**src/rtl/arith_loop_monitor_if.sv**
```systemverilog
// Bus between the x/y accumulator harness and the loop monitor.
// master: harness side (drives the sampled accumulator outputs)
// slave:  monitor side (returns status and progress)
interface arith_loop_monitor_if #(
  parameter int W  = 15,
  parameter int SW = 16
);
  logic          selector;
  logic [W-1:0]  x;
  logic [W-1:0]  y;
  logic [1:0]    state;
  logic          done;
  logic          err;
  logic [2:0]    err_code;
  logic [W-1:0]  err_y;
  logic [W-1:0]  steps;
  logic [SW-1:0] stall_cnt;

  modport master (
    output selector, x, y,
    input  state, done, err, err_code, err_y, steps, stall_cnt
  );

  modport slave (
    input  selector, x, y,
    output state, done, err, err_code, err_y, steps, stall_cnt
  );
endinterface

```
**src/rtl/arith_loop_monitor.sv**
```systemverilog
// Shadow-model checker for the selector-gated x/y accumulator loop.
// Tracks its own copy of x/y, flags divergence or a broken terminal
// property, and reports steps, stalls and completion.
module arith_loop_monitor #(
  parameter int W     = 15,
  parameter int LIMIT = 200,
  parameter int SW    = 16
) (
  input  logic                 clk,
  input  logic                 rst,
  arith_loop_monitor_if.slave  bus
);

  typedef enum logic [1:0] {
    IDLE = 2'b00,
    RUN  = 2'b01,
    DONE = 2'b10,
    ERR  = 2'b11
  } state_e;

  localparam logic [W-1:0] LIM = W'(LIMIT);

  state_e        state_q, state_d;
  logic [W-1:0]  sx_q, sx_d;
  logic [W-1:0]  sy_q, sy_d;
  logic [SW-1:0] stall_q, stall_d;
  logic          err_q, err_d;
  logic [2:0]    code_q, code_d;
  logic [W-1:0]  erry_q, erry_d;
  logic          done_q, done_d;

  logic          mx, my, pv, adv;
  logic [W-1:0]  sy_inc;

  // Stall counter increment that sticks at all-ones.
  function automatic logic [SW-1:0] sat_inc(input logic [SW-1:0] v);
    return (v == {SW{1'b1}}) ? v : v + 1'b1;
  endfunction

  assign mx     = (bus.x != sx_q);
  assign my     = (bus.y != sy_q);
  assign pv     = (bus.y >= LIM) && (bus.x < bus.y);
  assign adv    = bus.selector && (sy_q < LIM);
  assign sy_inc = sy_q + 1'b1;

  // Next state: errors take priority; ERR freezes everything.
  always_comb begin
    state_d = state_q;
    sx_d    = sx_q;
    sy_d    = sy_q;
    stall_d = stall_q;
    err_d   = err_q;
    code_d  = code_q;
    erry_d  = erry_q;
    if (state_q != ERR) begin
      if (mx || my || pv) begin
        state_d = ERR;
        err_d   = 1'b1;
        code_d  = {pv, my, mx};
        erry_d  = bus.y;
      end else if (state_q != DONE) begin
        if (adv) begin
          sx_d    = sx_q + sy_q;
          sy_d    = sy_inc;
          state_d = (sy_inc == LIM) ? DONE : RUN;
        end else if (state_q == RUN) begin
          stall_d = sat_inc(stall_q);
        end
      end
    end
    done_d = (state_d == DONE);
  end

  // State register; reset restores the initial loop values.
  always_ff @(posedge clk) begin
    if (rst) begin
      state_q <= IDLE;
      sx_q    <= W'(1);
      sy_q    <= '0;
      stall_q <= '0;
      err_q   <= 1'b0;
      code_q  <= '0;
      erry_q  <= '0;
      done_q  <= 1'b0;
    end else begin
      state_q <= state_d;
      sx_q    <= sx_d;
      sy_q    <= sy_d;
      stall_q <= stall_d;
      err_q   <= err_d;
      code_q  <= code_d;
      erry_q  <= erry_d;
      done_q  <= done_d;
    end
  end

  // Steps equals the shadow y: one advance per y increment.
  assign bus.state     = state_q;
  assign bus.done      = done_q;
  assign bus.err       = err_q;
  assign bus.err_code  = code_q;
  assign bus.err_y     = erry_q;
  assign bus.steps     = sy_q;
  assign bus.stall_cnt = stall_q;

endmodule

```
**src/flat_wrapper.sv**
```systemverilog
// flat-port wrapper written by rule: the top's interface ports become plain ports
module arith_loop_monitor_flat 
#(
  parameter int W     = 15,
  parameter int LIMIT = 200,
  parameter int SW    = 16
)
  (clk, rst, bus_selector, bus_x, bus_y, bus_state, bus_done, bus_err, bus_err_code, bus_err_y, bus_steps, bus_stall_cnt);
  arith_loop_monitor_if #(.W(W), .SW(SW)) bus_i ();
  input  logic clk;
  input  logic rst;
  input wire logic [$bits(bus_i.selector)-1:0] bus_selector;
  input wire logic [$bits(bus_i.x)-1:0] bus_x;
  input wire logic [$bits(bus_i.y)-1:0] bus_y;
  output wire logic [$bits(bus_i.state)-1:0] bus_state;
  output wire logic [$bits(bus_i.done)-1:0] bus_done;
  output wire logic [$bits(bus_i.err)-1:0] bus_err;
  output wire logic [$bits(bus_i.err_code)-1:0] bus_err_code;
  output wire logic [$bits(bus_i.err_y)-1:0] bus_err_y;
  output wire logic [$bits(bus_i.steps)-1:0] bus_steps;
  output wire logic [$bits(bus_i.stall_cnt)-1:0] bus_stall_cnt;
  assign bus_i.selector = bus_selector;
  assign bus_i.x = bus_x;
  assign bus_i.y = bus_y;
  assign bus_state = bus_i.state;
  assign bus_done = bus_i.done;
  assign bus_err = bus_i.err;
  assign bus_err_code = bus_i.err_code;
  assign bus_err_y = bus_i.err_y;
  assign bus_steps = bus_i.steps;
  assign bus_stall_cnt = bus_i.stall_cnt;
  arith_loop_monitor #(.W(W), .LIMIT(LIMIT), .SW(SW)) u_core (.clk(clk), .rst(rst), .bus(bus_i));
endmodule
```
**config.mk**
```make
export PLATFORM = sky130hd
export DESIGN_NAME = arith_loop_monitor_flat
export DESIGN_NICKNAME = d
export VERILOG_FILES = /design/src/rtl/arith_loop_monitor_if.sv /design/src/rtl/arith_loop_monitor.sv /design/src/flat_wrapper.sv
export SDC_FILE = /design/constraint.sdc
export NUM_CORES = 1
export LEC_CHECK = 0
export ABC_AREA = 1
export CORE_UTILIZATION = 45
export CTS_BUF_LIST = sky130_fd_sc_hd__clkbuf_8
export DETAILED_ROUTE_END_ITERATION = 6
export PLACE_DENSITY = 0.7
export SLEW_MARGIN = 20
export SYNTH_ARGS = -nofsm -noshare
export SYNTH_HDL_FRONTEND = slang
export SYNTH_SLANG_ARGS = --single-unit
```
**constraint.sdc**
```tcl
create_clock -name clk -period 2.75 [get_ports clk]
set_clock_uncertainty 0.15 [all_clocks]
set_input_delay 0.6875 -clock clk [delete_from_list [all_inputs] [get_ports clk]]
set_output_delay 0.6875 -clock clk [all_outputs]
set_load 0.02 [all_outputs]
```
==> results by group <==
Floorplanning
  – Die span in y: 106 microns
  – Die X: 106 microns
  – Core footprint: 10500 sq um
  – Core Rows: 37
  – # IOs: 86
  – Starting Density: 46.8%
  – Die area: 11300 sq um

Place
  – Setup Slack @ Placement: -0.287 ns
  – Port buffer count: 85
  – DP Cell Count: 1057
  – Post-DP HPWL: 11.2 mm
  – Placer Congestion: 0.914

Timing
  – Fmax achieved: 0.375 GHz
  – Worst slew pin tran: 0.420 ns
  – Max-slew headroom: 71.7%
  – Crit path time final: 2.66 ns
  – Hold violation count in the final report: 0
  – Setup violators final: 0
  – Max-slew violation count: 0
  – Final worst-path cycle share: 96.8%
  – Setup ws final: 0.0868 ns

Global route
  – Vias in the first global route: 5032
  – Pin count of the biggest net entering global routing: 30
  – First-pass GRT wire length: 23.6 mm
  – Total gr overflow: 0
  – Initial antenna violation count: 0
  – All-layer global routing usage: 26.5%

Power
  – Pint: 1.60 mW
  – Switch Pwr: 0.655 mW
  – Clock power frac: 37.9%
  – Total power: 2.26 mW
  – Reg power frac: 45.2%
  – Maximum VDD drop: 256 uV
  – Combinational share of power: 16.8%
  – Switching portion of total power: 29.0%
  – Pleak: 3.34 nW
  – Power per cell area: 347 nW/um^2

Critical path
  – Buf+Inv Stages, Crit Path: 3
  – Worst R2R Path Depth: 13
  – Worst Path Arrival: 2.80 ns
  – Crit Path Category: input pin to register
  – CP Max Fanout: 8
  – Crit path max-delay cell type: clkdlybuf4s50_1
  – CP Cell Sequence: clkdlybuf4s50_1 -> inv_1 -> ha_1 -> nand2_1 -> nor2_1 -> nand2_2 -> a21oi_2 -> nor2_2 -> nor2_4 -> clkbuf_4 -> nand4_1 -> a21oi_1
  – Worst Setup Start Kind: input pin
  – Worst Path Required: 2.89 ns
  – Critical R2R Launch: u_core.bus.steps[3]
  – Worst path top cell family by delay: buffers and inverters
  – Reg2reg setup slack: 0.48 ns
  – Crit. End Element: register
  – Worst r2r dst: u_core.bus.stall_cnt[2]
  – Critical path's largest stage delay: 0.51 ns

Layout
  – Non-Filler Instances: 1074
  – Util after Layout: 62.3%
  – Fraction of layout cells with a size suffix above 1: 10.0%
  – Area grow syn2layout: 33.0%
  – Commonest non-fill, non-tap cells in the layout: nand2_1, nor2_1, inv_1
  – Most common cell after layout, fill and taps aside: nand2_1
  – Fill cell count: 988
  – N_diodes: 0
  – Final Net Count: 998

Logic synthesis
  – Syn Nets: 871
  – Post-synth top area share: 27.8%
  – Synth area leaders: dfxtp_1, nand2_1, nor2_1, inv_1, ha_1
  – EDFF count, synth: 0
  – Syn avg cell area: 6.08 sq um
  – Netlist cell types: 30
  – Yosys reg bits: 68
  – Cell count after synthesis: 806
  – Synth async-reset ratio: 0%
  – Ys Warns: 0
  – Most common flop cell mapped by yosys: dfxtp_1
  – Sequential fraction of the synthesis area: 27.8%
  – Syn Std Cell Area: 4900 sq um
  – Cell taking the most area after synthesis: dfxtp_1

Route
  – Wirelength per Cell: 13.5 microns
  – Pre-antenna DRT Iters: 5
  – Remaining antenna violation count: 0
  – Total number of vias: 5310
  – Wirelength, routed: 14.5 mm
  – DR iter-0 viols: 295
  – Routed vias/inst: 4.94
  – DRC: 0

Clock tree
  – H-tree depth: 3
  – Clk_lat worst skew: 0.36 ns
  – Clock transition at path regs: 0.08 ns
  – Root Driver: clkbuf_8
  – CTS tree: built
  – CTS Buffer Depth: 2
  – CTS buffer count: 9
  – Clock Sinks: 68

Hold path
  – Hold path cells: 2
  – Worst hold start: u_core.bus.err_code[0]
  – Worst Hold Endpoint: u_core.bus.err_code[0]
  – Hold Path Class: register to register

Job
  – Max cap viols: 0

Outcome
  – Outcome: complete, no violations
[registers in the layout (all words and copies together) (netlist names)]
register and count:
u_core.bus.done 1, u_core.bus.err_y 15, u_core.bus.state 2, u_core.bus.err 1
u_core.bus.steps 15, u_core.bus.stall_cnt 16, u_core.sx_q 15, u_core.bus.err_code 3
[per-stage QoR]
step	instance area [sq um]	hold WS, ns	TNS (ns)
2_1_floorplan	4900	0.350	0
3_3_place_gp	6220	0.314	-11.32
3_5_place_dp	6220	0.320	-12.98
4_1_cts	6420	0.338	0
5_1_grt	6520	0.367	-1.12
6_report	6520	0.329	0
[cell usage after synthesis, types with 2 or more instances]
| library cell | instances |
|---|---|
| a21o_1 | 3 |
| a21oi_1 | 37 |
| a31oi_1 | 4 |
| buf_2 | 6 |
| buf_6 | 2 |
| clkbuf_1 | 10 |
| dfxtp_1 | 68 |
| ha_1 | 31 |
| inv_1 | 113 |
| inv_2 | 6 |
| nand2_1 | 251 |
| nand3_1 | 37 |
| nand4_1 | 28 |
| nor2_1 | 127 |
| nor2_2 | 10 |
| nor3_1 | 5 |
| o21ai_0 | 10 |
| o21ai_1 | 12 |
| xnor2_1 | 14 |
| xor2_1 | 22 |
[logic make-up after synthesis]
group / synth area share, %
adders and majority gates: 8.32
DFF: 27.8
buffers and inverters: 11.1
AOI/OAI and AO/OA: 7.30
and+or+nand+nor: 39.1
xor gates and xnor gates: 6.43
[worst max-delay path by stage]
stage                    from                 endpoint  slack [ns]  depth (start not counted)
floorplan            bus_y[6]      u_core.bus.steps[0]        0.44                         10
global placement     bus_y[6]  u_core.bus.stall_cnt[4]       -0.22                         13
detailed placement   bus_y[6]      u_core.bus.err_y[1]       -0.29                         13
CTS                  bus_y[2]      u_core.bus.err_y[1]        0.07                         14
global route        bus_y[12]      u_core.bus.steps[1]       -0.07                         14
finish               bus_y[6]  u_core.bus.stall_cnt[2]        0.09                         12
[power groups by stage]
stage               logic [mW]  clock network [mW]  registers [mW]
floorplan                0.152                   0            1.07
global placement         0.362                   0            1.05
detailed placement       0.369                   0            1.04
CTS                      0.371               0.870            1.02
global route             0.421               0.911            1.02
finish                   0.380               0.857            1.02
[final cells by class]
class	instances	area [sq um]	share of cell area, %
Multi-Input combinational cell	600	3050	46.9
Sequential cell	68	1360	20.9
Timing Repair Buffer	134	1270	19.6
Inverter	120	458	7.03
Tap cell	136	170	2.61
Clock buffer	9	124	1.90
Clock inverter	7	75.1	1.15
[worst register-to-register path, stage by stage (launching register included)]
cell and delay, ns:
dfxtp_1 0.56, inv_2 0.10, nand2_1 0.08, nand2_1 0.06, inv_1 0.05, nand2_1 0.04, nor2_1 0.13, nand2_1 0.09
nor2_1 0.12, nand2_1 0.10, nor2_4 0.24, clkbuf_4 0.25, nand4_1 0.09, a21oi_1 0.15
[layer usage]
metal | global-route usage [%] | vias up | routed length [microns]
met4 | 9.13 | 0 | 176
met3 | 3.13 | 16 | 808
met1 | 34.4 | 2389 | 6750
met5 | 0 | - | 0
met2 | 45.3 | 145 | 6730
li1 | - | 2760 | -
[repair_timing]
item	CTS	global route
endpoints found under the setup margin	0	58
hold buffers	0	0
hold endpoints to repair	0	0
buffers inserted	0	0
resized for setup	0	24
Note: power is estimated with default switching activity, not from simulation.
